`src/rtl/jesd204b_pkg.sv`:
```
// Shared definitions for the JESD204B data-link transmit controller: link state
// encoding, ILAS length and configuration legality checks.
package jesd204b_pkg;

    typedef enum logic [1:0] {
        ST_IDLE = 2'd0,
        ST_CGS  = 2'd1,
        ST_ILAS = 2'd2,
        ST_DATA = 2'd3
    } link_state_e;

    localparam int ILAS_MF = 4;
    // Beat counter covers up to 32 beats per multiframe (F*K <= 128).
    localparam int BEAT_W  = 6;
    localparam int OCT_W   = 3;

    function automatic bit f_legal(input int f);
        return (f >= 1) && (f <= 8);
    endfunction

    function automatic bit fk_legal(input int f, input int k);
        return f_legal(f) && (k >= 1) && ((f * k) % 4 == 0) && (f * k <= 128);
    endfunction

    function automatic bit resync_legal(input int rb);
        return (rb >= 2) && (rb <= 255);
    endfunction

endpackage

```
`src/rtl/jesd204b_lmfc_gen.sv`:
```
// LMFC and per-octet frame/multiframe boundary generator. Flags are registered
// from the next-beat position so lmfc, eof and eom always describe the same beat.
module jesd204b_lmfc_gen
    import jesd204b_pkg::*;
#(
    parameter int F = 5,
    parameter int K = 4
) (
    input  logic       clk,
    input  logic       reset_n,
    input  logic       sysref_i,
    input  logic       sysref_oneshot_i,
    output logic       realign_o,
    output logic       lmfc_next_o,
    output logic       lmfc_o,
    output logic [3:0] eof_o,
    output logic [3:0] eom_o
);

    localparam logic [BEAT_W-1:0] LAST_BEAT = BEAT_W'(F * K / 4 - 1);
    localparam logic [OCT_W-1:0]  LAST_OCT  = OCT_W'(F - 1);

    logic              sysref_q;
    logic              seen_q;
    logic [BEAT_W-1:0] beat_q, beat_d;
    logic [OCT_W-1:0]  oif_q, oif_d;
    logic              lmfc_q;
    logic [3:0]        eof_q, eof_d, eom_q, eom_d;
    logic              sysref_edge;

    // Walk the octet-in-frame counter across the four octets of a beat.
    function automatic logic [OCT_W-1:0] oif_after_beat(input logic [OCT_W-1:0] start);
        logic [OCT_W-1:0] p;
        p = start;
        for (int i = 0; i < 4; i++) begin
            p = (p == LAST_OCT) ? '0 : p + OCT_W'(1);
        end
        return p;
    endfunction

    function automatic logic [3:0] eof_flags(input logic [OCT_W-1:0] start);
        logic [OCT_W-1:0] p;
        logic [3:0]       flags;
        p     = start;
        flags = '0;
        for (int i = 0; i < 4; i++) begin
            flags[i] = (p == LAST_OCT);
            p = (p == LAST_OCT) ? '0 : p + OCT_W'(1);
        end
        return flags;
    endfunction

    assign sysref_edge = sysref_i && !sysref_q;
    assign realign_o   = sysref_edge && !(sysref_oneshot_i && seen_q);

    always_comb begin
        beat_d = beat_q + BEAT_W'(1);
        oif_d  = oif_after_beat(oif_q);
        if (realign_o || (beat_q == LAST_BEAT)) begin
            beat_d = '0;
            oif_d  = '0;
        end
    end

    assign eof_d       = eof_flags(oif_d);
    assign eom_d       = (beat_d == LAST_BEAT) ? 4'b1000 : 4'b0000;
    assign lmfc_next_o = (beat_d == '0);

    always_ff @(posedge clk or negedge reset_n) begin
        if (!reset_n) begin
            sysref_q <= 1'b0;
            seen_q   <= 1'b0;
            beat_q   <= '0;
            oif_q    <= '0;
            lmfc_q   <= 1'b0;
            eof_q    <= '0;
            eom_q    <= '0;
        end else begin
            sysref_q <= sysref_i;
            seen_q   <= seen_q || sysref_edge;
            beat_q   <= beat_d;
            oif_q    <= oif_d;
            lmfc_q   <= lmfc_next_o;
            eof_q    <= eof_d;
            eom_q    <= eom_d;
        end
    end

    assign lmfc_o = lmfc_q;
    assign eof_o  = eof_q;
    assign eom_o  = eom_q;

endmodule

```
`src/rtl/jesd204b_dl_tx_ctrl.sv`:
```
// JESD204B transmit data-link controller: CGS/ILAS/DATA sequencing against the
// local multiframe clock, plus SYNC~ resync and short-pulse error monitoring.
module jesd204b_dl_tx_ctrl
    import jesd204b_pkg::*;
#(
    parameter int OCTETS_PER_FR = 5,
    parameter int FRAMES_PER_MF = 4,
    parameter int RESYNC_BEATS  = 8
) (
    input  logic        clk,
    input  logic        reset_n,
    input  logic        link_en,
    input  logic        sync_n,
    input  logic        sysref,
    input  logic        sysref_oneshot,
    output logic        lmfc,
    output logic        cgs_en,
    output logic        ilas_en,
    output logic        data_en,
    output logic [1:0]  ilas_mf,
    output logic [3:0]  eof,
    output logic [3:0]  eom,
    output logic        link_up,
    output logic [7:0]  sync_err_cnt,
    output link_state_e state_o
);

    if (!fk_legal(OCTETS_PER_FR, FRAMES_PER_MF) || !resync_legal(RESYNC_BEATS)) begin : g_cfg_check
        $error("jesd204b_dl_tx_ctrl: illegal OCTETS_PER_FR/FRAMES_PER_MF/RESYNC_BEATS");
    end

    localparam logic [7:0] RB = 8'(RESYNC_BEATS);

    link_state_e state_q, state_d;
    logic [1:0]  ilas_mf_q, ilas_mf_d;
    logic        cgs_en_q, ilas_en_q, data_en_q;
    logic [7:0]  low_cnt_q, low_cnt_d;
    logic [7:0]  err_cnt_q, err_cnt_d;
    logic        resync, short_pulse;
    logic        realign, lmfc_next;

    jesd204b_lmfc_gen #(
        .F (OCTETS_PER_FR),
        .K (FRAMES_PER_MF)
    ) u_lmfc_gen (
        .clk              (clk),
        .reset_n          (reset_n),
        .sysref_i         (sysref),
        .sysref_oneshot_i (sysref_oneshot),
        .realign_o        (realign),
        .lmfc_next_o      (lmfc_next),
        .lmfc_o           (lmfc),
        .eof_o            (eof),
        .eom_o            (eom)
    );

    // low_cnt saturates at RB, so a value below RB on the rising edge is a short pulse.
    always_comb begin
        low_cnt_d = low_cnt_q;
        if (sync_n) begin
            low_cnt_d = '0;
        end else if (low_cnt_q != RB) begin
            low_cnt_d = low_cnt_q + 8'd1;
        end
        resync      = !sync_n && (low_cnt_q >= RB - 8'd1);
        short_pulse = sync_n && (low_cnt_q != 8'd0) && (low_cnt_q < RB) && (state_q == ST_DATA);
        err_cnt_d   = err_cnt_q;
        if (short_pulse && (err_cnt_q != 8'hFF)) begin
            err_cnt_d = err_cnt_q + 8'd1;
        end
    end

    always_comb begin
        state_d   = state_q;
        ilas_mf_d = ilas_mf_q;
        case (state_q)
            ST_IDLE: state_d = ST_CGS;
            ST_CGS: begin
                if (sync_n && lmfc_next) begin
                    state_d = ST_ILAS;
                end
            end
            ST_ILAS: begin
                if (realign || resync) begin
                    state_d = ST_CGS;
                end else if (lmfc_next) begin
                    if (ilas_mf_q == 2'(ILAS_MF - 1)) begin
                        state_d = ST_DATA;
                    end else begin
                        ilas_mf_d = ilas_mf_q + 2'd1;
                    end
                end
            end
            ST_DATA: begin
                if (resync) begin
                    state_d = ST_CGS;
                end
            end
            default: state_d = ST_IDLE;
        endcase
        if (!link_en) begin
            state_d = ST_IDLE;
        end
        // ILAS always begins at multiframe 0, whichever way it is entered.
        if ((state_d != ST_ILAS) || (state_q != ST_ILAS)) begin
            ilas_mf_d = '0;
        end
    end

    always_ff @(posedge clk or negedge reset_n) begin
        if (!reset_n) begin
            state_q   <= ST_IDLE;
            ilas_mf_q <= '0;
            cgs_en_q  <= 1'b0;
            ilas_en_q <= 1'b0;
            data_en_q <= 1'b0;
            low_cnt_q <= '0;
            err_cnt_q <= '0;
        end else begin
            state_q   <= state_d;
            ilas_mf_q <= ilas_mf_d;
            cgs_en_q  <= (state_d == ST_CGS);
            ilas_en_q <= (state_d == ST_ILAS);
            data_en_q <= (state_d == ST_DATA);
            low_cnt_q <= low_cnt_d;
            err_cnt_q <= err_cnt_d;
        end
    end

    assign cgs_en       = cgs_en_q;
    assign ilas_en      = ilas_en_q;
    assign data_en      = data_en_q;
    assign link_up      = data_en_q;
    assign ilas_mf      = ilas_mf_q;
    assign sync_err_cnt = err_cnt_q;
    assign state_o      = state_q;

endmodule

```
`config.mk`:
```
export PLATFORM = sky130hd
export DESIGN_NAME = jesd204b_dl_tx_ctrl
export DESIGN_NICKNAME = d
export VERILOG_FILES = /design/src/rtl/jesd204b_pkg.sv /design/src/rtl/jesd204b_lmfc_gen.sv /design/src/rtl/jesd204b_dl_tx_ctrl.sv
export SDC_FILE = /design/constraint.sdc
export NUM_CORES = 1
export LEC_CHECK = 0
export CAP_MARGIN = 25
export CORE_MARGIN = 5
export CORE_UTILIZATION = 45
export DETAILED_ROUTE_END_ITERATION = 8
export GPL_ROUTABILITY_DRIVEN = 0
export PLACE_DENSITY_LB_ADDON = 0.05
export SLEW_MARGIN = 20
export SYNTH_ARGS = -nofsm -noshare
export SYNTH_HDL_FRONTEND = slang
export SYNTH_SLANG_ARGS = --single-unit
```
`constraint.sdc`:
```
create_clock -name clk -period 9.01 [get_ports clk]
set_input_delay 0.901 -clock clk [delete_from_list [all_inputs] [get_ports clk]]
set_output_delay 0.901 -clock clk [all_outputs]
set_load 0.05 [all_outputs]
```
# Yosys cells after proc, flatten, opt, wreduce, memory -nomap -nowiden
# Index checks and enable logic that the tools add are counted.
# classes
n_reduce_logical	23
addsub	11
n_lt_le_gt_ge	2
n_eq_ne	23
muxes	24
# op_table
operator	count
equality test 3 bit (second input constant)	8
2-to-1 mux 3 bit	8
2-to-1 mux 2 bit	11
adder 3 x 1 -> 3 bit (second input constant)	7
adder 8 x 1 -> 8 bit (second input constant)	2
2-to-1 mux 8 bit	2
equality test 6 x 3 -> 1 bit (second input constant)	2
equality test 2 bit (second input constant)	5
logical AND 1 bit	9
>= comparator 8 x 3 -> 1 bit (second input constant)	1
< comparator 8 x 4 -> 1 bit (second input constant)	1
inequality test 8 x 4 -> 1 bit (second input constant)	1
inequality test 8 bit (second input constant)	1
case mux 2 bit (4 select lines)	1
nonzero test 8 bit	1
adder 6 x 1 -> 6 bit (second input constant)	1
zero test 6 bit	1
2-to-1 mux 6 bit	1
nonzero test 2 bit	3
equality test 2 x 1 -> 1 bit (second input constant)	2
logical OR 1 bit	4
2-to-1 mux 4 bit	1
inequality test 2 x 1 -> 1 bit (second input constant)	2
inequality test 2 bit (second input constant)	2
other kinds (4)	6
# word_totals
word_cells	97
inputBits	6
reg_bits	43
output_inout_bits	25

# Longest topological paths before layout
# Gate-level depths: netlist of the first run.
# depth
word_depth	16
depth_mapped	25
ltp_nobuf	25

# Hierarchy
# A second synthesis of the first run with hierarchy kept.
# hier_totals
hier_cells	248
area_unflattened_um2	2426.1
# modules_own_cells
module	area_per_inst_um2	n_inst	seq_area_each_um2	cells_each
jesd204b_lmfc_gen	1247.4	1	425.4	139
jesd204b_dl_tx_ctrl	1178.6	1	575.6	109

# Worst setup path before layout of the first run
# Ideal clock, no wire load.
# synth_timing
path_kind	register to register
start	reg u_lmfc_gen.oif_q[0]
end	reg u_lmfc_gen.eof_q[3] (netlist: u_lmfc_gen.eof_o[3])
path_stages_with_launch	25
t_arrival_ns	4.302
required_time_ns	8.923
period_less_slack_ns	4.389
setup_time_ns	0.087
slack_ns	4.621
cell_sequence	dfrtp_1 > inv_1 > ha_1 > or3b_1 > nand2_1 > a21o_1 > ha_1 > nand3b_1 > a32oi_1 > o21ai_0 > or2_2 > ha_1 > inv_1 > a2111oi_2 > a31oi_1 > a21o_1 > inv_1 > ha_1 > and2_1 > nand2b_1 > ha_1 > or3_1 > a31oi_1 > a211oi_2 > a211oi_2
# synth_between
elab_chain_cells	16
elab_cells_between_ends	23
cone_classes	7 x add/sub; 8 x eq/ne; 8 x mux
# synth_lines
element	line_no	rtl
start: declaration	jesd204b_lmfc_gen.sv:26	logic [OCT_W-1:0] oif_q, oif_d;
start signal: assignment	jesd204b_lmfc_gen.sv:82	oif_q <= oif_d;
adder 3 x 1 -> 3 bit or equality test 3 bit (tied branches)	jesd204b_lmfc_gen.sv:36	p = (p == LAST_OCT) ? '0 : p + OCT_W'(1);
2-to-1 mux 3 bit (*)	jesd204b_lmfc_gen.sv:36	
adder 3 x 1 -> 3 bit or equality test 3 bit (tied branches)	jesd204b_lmfc_gen.sv:36	
2-to-1 mux 3 bit (*)	jesd204b_lmfc_gen.sv:36	
adder 3 x 1 -> 3 bit or equality test 3 bit (tied branches)	jesd204b_lmfc_gen.sv:36	
2-to-1 mux 3 bit (*)	jesd204b_lmfc_gen.sv:36	
adder 3 x 1 -> 3 bit or equality test 3 bit (tied branches)	jesd204b_lmfc_gen.sv:36	
2-to-1 mux 3 bit (*)	jesd204b_lmfc_gen.sv:36	
[2 not listed]	--	
2-to-1 mux 3 bit (*)	jesd204b_lmfc_gen.sv:48	p = (p == LAST_OCT) ? '0 : p + OCT_W'(1);
equality test 3 bit (*)	--	
net u_lmfc_gen.eof_d[1]	jesd204b_lmfc_gen.sv:28	logic [3:0] eof_q, eof_d, eom_q, eom_d;
2-to-1 mux 3 bit (*)	jesd204b_lmfc_gen.sv:48	
adder 3 x 1 -> 3 bit or equality test 3 bit (tied branches)	jesd204b_lmfc_gen.sv:48	
2-to-1 mux 3 bit (*)	jesd204b_lmfc_gen.sv:48	
equality test 3 bit (*)	jesd204b_lmfc_gen.sv:47	flags[i] = (p == LAST_OCT);
net u_lmfc_gen.eof_d[3]	jesd204b_lmfc_gen.sv:28	
end signal: assignment	jesd204b_lmfc_gen.sv:84	eof_q <= eof_d;
end: declaration	jesd204b_lmfc_gen.sv:28	
# Mark *: on every way through the listed nets, which the timed path passes. The rest lies on a longest branch.
# A chain may end at the register's enable or synchronous reset.

# Final worst setup path of the first run
# Same ends and word-level chain as after synthesis.

==> impl_metrics.toml, run 1 <==
[status]
status = "finished clean"

[logic_synthesis]
yosys.cell_count.top_type = "dfrtp_1"
ys_types = 45
yosysSeqAreaShare_pct = 44.2
synth_area_leaders = "dfrtp_1, ha_1, xnor2_1, xor2_1, nor2_1"
synth_flop_cell = "dfrtp_1"
synthTopCellsByCount = "dfrtp_1, nor2_1, ha_1, inv_1, nand2_1"
ys_warn_count = 0
synth_area_leader_cell = "dfrtp_1"
async_flop_share_pct = 100
synth_top_area_share_pct = 44.2
synthCells = 225
netlist_area_sq_mm = 0.00227
synth-seq-cells = 40
synth_edf_count = 0
syn_avg_cell_area_sq_um = 10.1

[clocking]
cts_max_path_buffers = 2
post-cts-setup-buffers = 0
clk_latency_ns = 0.29
htreeDepth = 2
cts_root_buf = "clkbuf_8"
cts_buffers = 5
path_clk_slew_ns = 0.08
ctsHoldBuffers = 0
cts_tree = "yes"
cts_resized = 0
cts.sinks = 40

[grt]
gr-total-overflow = 0
grt_util_all_layers_pct = 14.6
grt_pass1_wl_um = 7460
grt_max_degree = 41
grt_pass1_vias = 1638
antenna_found_initial = 0

[drt]
dr_total_vias = 1587
dr.pass1.iters = 4
first_iter_violations = 43
wl_per_cell_um = 13.0
drc_errors = 0
avgViaCountPerCell = 4.90
wirelength_um = 4210
final_antenna_net_count = 0

[timing]
finalSetupViolCount = 0
final.min_clock_period_ns = 4.83
drv_slew = 0
rsz0062_at_grt = "no"
fin_ws_ns = 4.18
fin_crit_sh_pct = 53.6
fmax_mhz = 207
fin_setup_tns_ns = 0
timing.slew.headroom_pct = 49.6
final_hold_viol_count = 0
tightestPinTransition_ns = 0.747
worst_clock_skew_ns = 0.00252

[placement]
place_ws_ns = 4.23
placed_area_sq_mm = 0.00260
dp_hpwl_um = 3080
portBuffers = 27

[setup_path]
setup.worst_path.end_class = "flop"
max_stage_delay_ns = 0.40
cp_slowest_cell = "dfrtp_1"
r2r_slack_ns = 4.18
required_ns = 9.22
r2r-end = "u_lmfc_gen.eof_o[3]$_DFF_PN0_"
path_buf_inv = 3
cp_common_cell = "ha_1"
criticalPathCategory = "flop to flop"
r2r_cells = 24
crit_path_cell_trace = "inv_1 > ha_1 > or3b_1 > nand2_1 > a21o_1 > ha_1 > nand3b_1 > a32oi_1 > o21ai_0 > or2_2 > ha_1 > inv_1 > a2111oi_2 > a31oi_1 > a21o_1 > inv_1 > ha_1 > and2_1 > nand2b_1 > ha_1 > or3_1 > a31oi_1 > a211oi_2 > a211oi_2"
worst_setup_path_start_kind = "flop"
r2r-start = "u_lmfc_gen.oif_q[0]$_DFF_PN0_"
path_delay_family = "simple AND/OR/NAND/NOR gates"
worstPathArrival_ns = 5.04
critPathMaxFanout = 4

[final_layout]
final_cell_area_sq_mm = 0.00273
multiInputGateArea_sq_mm = 0.00117
fin_nets = 281
regArea_sq_mm = 0.00100
syn_to_final_growth_pct = 20.5
drive_above_1_share_pct = 8.56
fillerInstances = 451
antenna_cells = 0

[floorplan]
io_pins = 31
core_area_sq_mm = 0.00482
row_count = 25
initial_core_util_pct = 47.0
die_area_sq_mm = 0.00655
fp.dieW_um = 81.0
die_height_um = 81.0

[power]
leakagePower_uw = 0.00131
total_power_uw = 962
peakVddDrop_v = 0.000137
power_density_mw_per_mm2 = 352

[worst_hold_path]
hp-start = "u_lmfc_gen.seen_q$_DFF_PN0_"
whs_path_depth = 1
worst_hold_path.endpoint = "u_lmfc_gen.seen_q$_DFF_PN0_"
min-delay-path-class = "flop to flop"

[job]
maxCapViolCount = 0
==> cells by family after synthesis <==
group	after synthesis	share of synthesized area, %
buf+inv	25	4.80
fa+ha+maj	19	10.5
mux	7	3.15
compound gates	28	10.4
simple gates	86	19.5
flops	40	44.2
xor+xnor	19	7.34
other cells	1	0.165
==> how the worst max path moves through the flow <==
stage | slack [ns] | cells after the start | end | startpoint
2_1_floorplan | 4.62 | 24 | u_lmfc_gen.eof_o[3]$_DFF_PN0_ | u_lmfc_gen.oif_q[0]$_DFF_PN0_
3_3_place_gp | 4.27 | 24 | u_lmfc_gen.eof_o[3]$_DFF_PN0_ | u_lmfc_gen.oif_q[0]$_DFF_PN0_
3_5_place_dp | 4.23 | 24 | u_lmfc_gen.eof_o[3]$_DFF_PN0_ | u_lmfc_gen.oif_q[0]$_DFF_PN0_
4_1_cts | 4.20 | 24 | u_lmfc_gen.eof_o[3]$_DFF_PN0_ | u_lmfc_gen.oif_q[0]$_DFF_PN0_
5_1_grt | 3.77 | 24 | u_lmfc_gen.eof_o[3]$_DFF_PN0_ | u_lmfc_gen.oif_q[0]$_DFF_PN0_
6_report | 4.18 | 24 | u_lmfc_gen.eof_o[3]$_DFF_PN0_ | u_lmfc_gen.oif_q[0]$_DFF_PN0_
==> stage by stage <==
stage,utilization [%],std cells,hold WS (ns)
finish,56.7,324,0.477
global route,56.7,324,0.508
CTS,56.1,323,0.483
detailed placement,53.9,315,0.466
global placement,53.9,315,0.455
floorplan,-,227,0.439
==> routing by layer <==
| metal | track usage, % | vias up | part of all wire, % |
|---|---|---|---|
| met5 | 0 | - | 0 |
| met4 | 4.22 | 0 | 1.2 |
| met3 | 3.99 | 5 | 4.4 |
| met2 | 22.1 | 26 | 43 |
| met1 | 20.4 | 732 | 52 |
| li1 | - | 824 | - |
==> worst register-to-register path, stage by stage, from the launching register on <==
cell and delay [ns]:
dfrtp_1 0.40, inv_1 0.11, ha_1 0.22, or3b_1 0.39
nand2_1 0.12, a21o_1 0.12, ha_1 0.18, nand3b_1 0.09
a32oi_1 0.33, o21ai_0 0.18, or2_2 0.33, ha_1 0.26
inv_1 0.10, a2111oi_2 0.05, a31oi_1 0.16, a21o_1 0.16
inv_1 0.07, ha_1 0.23, and2_1 0.16, nand2b_1 0.14
ha_1 0.21, or3_1 0.36, a31oi_1 0.18, a211oi_2 0.07
a211oi_2 0.14
==> cell usage in the layout, fill, tap and decap left out, drive strengths merged, types with 4 or more instances in the layout <==
| master | n |
|---|---|
| a21o | 4 |
| a31oi | 4 |
| and2 | 4 |
| and3 | 5 |
| clkbuf | 6 |
| clkdlybuf4s50 | 26 |
| dfrtp | 40 |
| ha | 19 |
| inv | 18 |
| mux2i | 6 |
| nand2 | 18 |
| nand3 | 13 |
| nor2 | 20 |
| o21ai | 4 |
| xnor2 | 10 |
| xor2 | 9 |
==> report_power, final <==
group	switching [uW]	internal [uW]
clock	61.6	82.2
sequential	26.8	212
combinational	339	241
total	427	535
==> flip-flops by register name (all words and copies together), names as in the netlist <==
register / cells
u_lmfc_gen.oif_q: 3
u_lmfc_gen.eom_o: 1
state_o: 2
ilas_en: 1
ilas_mf: 2
u_lmfc_gen.lmfc_o: 1
data_en: 1
cgs_en: 1
low_cnt_q: 8
sync_err_cnt: 8
u_lmfc_gen.seen_q: 1
u_lmfc_gen.beat_q: 6
u_lmfc_gen.eof_o: 4
u_lmfc_gen.sysref_q: 1
==> layout make-up <==
cell class,count,area share [%]
clock buffers,6,2.66
clock inverters,2,1.28
inverters,18,2.47
multi-input cells,162,42.9
flip-flops and latches,40,36.6
well taps,67,3.07
repair buffers,29,11.0
No activity file was read; power rests on OpenSTA's default activity.
==> run 2, diff against run 1 <==
Clock period 9.01 ns to 4.8 ns, I/O delays scaled along.
==> run 2 against run 1 <==
  * Flip-flop and latch count is the same
  * Utilization is 0.44 points higher
  * Cell area increased by 0.78%
  * Critical path depth is the same
  * Clock skew increased by 0.0051 ns
  * Non-clock buffer count grew 2
  * Combinational power up 110%
  * Sequential power rose by 87%
  * Clock power up 48%
==> impl_metrics.toml, run 2 (same netlist as run 1, synthesis figures left out) <==
[status]
status = "finished clean"

[clocking]
cts.sinks = 40
cts_root_buf = "clkbuf_8"
cts_tree = "yes"
path_clk_slew_ns = 0.08
clk_latency_ns = 0.29
htreeDepth = 2
cts_buffers = 5
cts_max_path_buffers = 2

[floorplan]
fp.dieW_um = 81.0
core_area_sq_mm = 0.00482
row_count = 25
die_area_sq_mm = 0.00655
initial_core_util_pct = 47.0
io_pins = 31
die_height_um = 81.0

[timing]
rsz0062_at_grt = "no"
fin_ws_ns = 0.315
worst_clock_skew_ns = 0.00761
drv_slew = 0
fin_setup_tns_ns = 0
holdWs_ns = 0.0763
tightestPinTransition_ns = 0.702
fmax_mhz = 223
timing.slew.headroom_pct = 52.7
final_hold_viol_count = 0
final.min_clock_period_ns = 4.48
fin_crit_sh_pct = 93.4
finalSetupViolCount = 0

[setup_path]
worst_setup_path_start_kind = "flop"
cp-startpoint = "u_lmfc_gen.oif_q[0]$_DFF_PN0_"
critPathMaxFanout = 4
criticalPathCategory = "flop to flop"
r2r-start = "u_lmfc_gen.oif_q[0]$_DFF_PN0_"
worstPathArrival_ns = 4.69
required_ns = 5.01
setup.worst_path.end_class = "flop"

[drt]
first_iter_violations = 41
wl_per_cell_um = 13.0
dr.pass1.iters = 4
avgViaCountPerCell = 5.00
dr_total_vias = 1624
drc_errors = 0
wirelength_um = 4210
final_antenna_net_count = 0

[final_layout]
syn_to_final_growth_pct = 21.5
fillerInstances = 449
drive_above_1_share_pct = 13.2
multiInputGateArea_sq_mm = 0.00121
antenna_cells = 0
fin_nets = 283
final_common_cell = "dfrtp_1"
regArea_sq_mm = 0.00100
layout_common_cells = "dfrtp_1, clkdlybuf4s50_1, nor2_1, inv_1, nand2_1"

[grt]
grt_pass1_vias = 1589
grt_util_all_layers_pct = 14.6
gr-total-overflow = 0
antenna_found_initial = 0
grt_max_degree = 41
grt_pass1_wl_um = 7300

[job]
maxCapViolCount = 0

[placement]
dp_hpwl_um = 3130
place_ws_ns = 0.0211
portBuffers = 27

[worst_hold_path]
min-delay-path-class = "input pin to asynchronous set/reset pin"

[power]
leakagePower_uw = 0.00130
peakVddDrop_v = 0.000311
power_density_mw_per_mm2 = 678
==> run 2: changes by cell type in the layout (fill, tap and decap cells not counted), sizes merged <==
cell	previous run	this run
buf	3	5
bufinv	1	0
==> run 2: critical path, cell delays in order, from the launching register on <==
cell,delay (ns)
dfrtp_1,0.42
inv_2,0.08
ha_1,0.21
or3b_4,0.39
nand2_2,0.09
a21o_1,0.12
ha_2,0.18
nand3b_1,0.09
a32oi_2,0.30
o21ai_2,0.11
or2_4,0.26
ha_4,0.17
inv_1,0.08
a2111oi_2,0.05
a31oi_1,0.15
a21o_1,0.16
inv_1,0.07
ha_2,0.20
and2_1,0.14
nand2b_1,0.14
ha_2,0.19
or3_1,0.34
a31oi_1,0.19
a211oi_2,0.07
a211oi_2,0.20
==> run 2: what timing repair did <==
action / in CTS / in global routing
resized for setup: 1 / 13
endpoints found under the setup margin: 1 / 1
pin swaps: 0 / 4
hold buffers: 0 / 0
setup buffers: 0 / 1
==> run 2: per-stage QoR <==
stage | util [%] | instance area [sq um] | power (uW) | instances
global placement | 54.1 | 2600 | 1540 | 316
detailed placement | 54.1 | 2600 | 1550 | 316
global route | 57.1 | 2750 | 2050 | 325
finish | 57.1 | 2750 | 1870 | 325
floorplan | - | 2270 | 1300 | 227
CTS | 55.8 | 2690 | 1780 | 323
==> run 2: cell type report <==
| class | instances | share of cell area [%] |
|---|---|---|
| clock buffer | 6 | 2.64 |
| clock inverter | 1 | 0.182 |
| inverter | 18 | 2.45 |
| multi-input combinational | 162 | 44.1 |
| sequential | 40 | 36.4 |
| tap | 67 | 3.05 |
| timing repair buffer | 31 | 11.2 |
==> run 2: report_power, final <==
| group | total (uW) | switching, uW | internal, uW |
|---|---|---|---|
| clock | 213 | 114 | 98.9 |
| sequential | 448 | 49.7 | 399 |
| combinational | 1210 | 676 | 530 |
==> run 2: path summary, 6_finish.rpt <==
| check | endpoint | slack [ns] | cells past startpoint |
|---|---|---|---|
| max | u_lmfc_gen.eof_o[3]$_DFF_PN0_ | 0.32 | 24 |
| min | u_lmfc_gen.beat_q[1]$_DFF_PN0_ | 0.08 | 1 |
| max reg2reg | u_lmfc_gen.eof_o[3]$_DFF_PN0_ | 0.32 | 24 |
| min reg2reg | u_lmfc_gen.seen_q$_DFF_PN0_ | 0.48 | 1 |
| max in group asynchronous | low_cnt_q[2]$_DFFE_PN0P_ | 4.27 | 2 |
| min in group clk | u_lmfc_gen.seen_q$_DFF_PN0_ | 0.48 | 1 |
==> run 2: per-layer routing <==
metal / vias up / GRT usage [%] / wire, um
li1: 829 / - / -
met1: 765 / 19.5 / 2060
met2: 25 / 22.3 / 1880
met3: 5 / 4.32 / 206
met4: 0 / 5.57 / 70
met5: - / 0 / 0
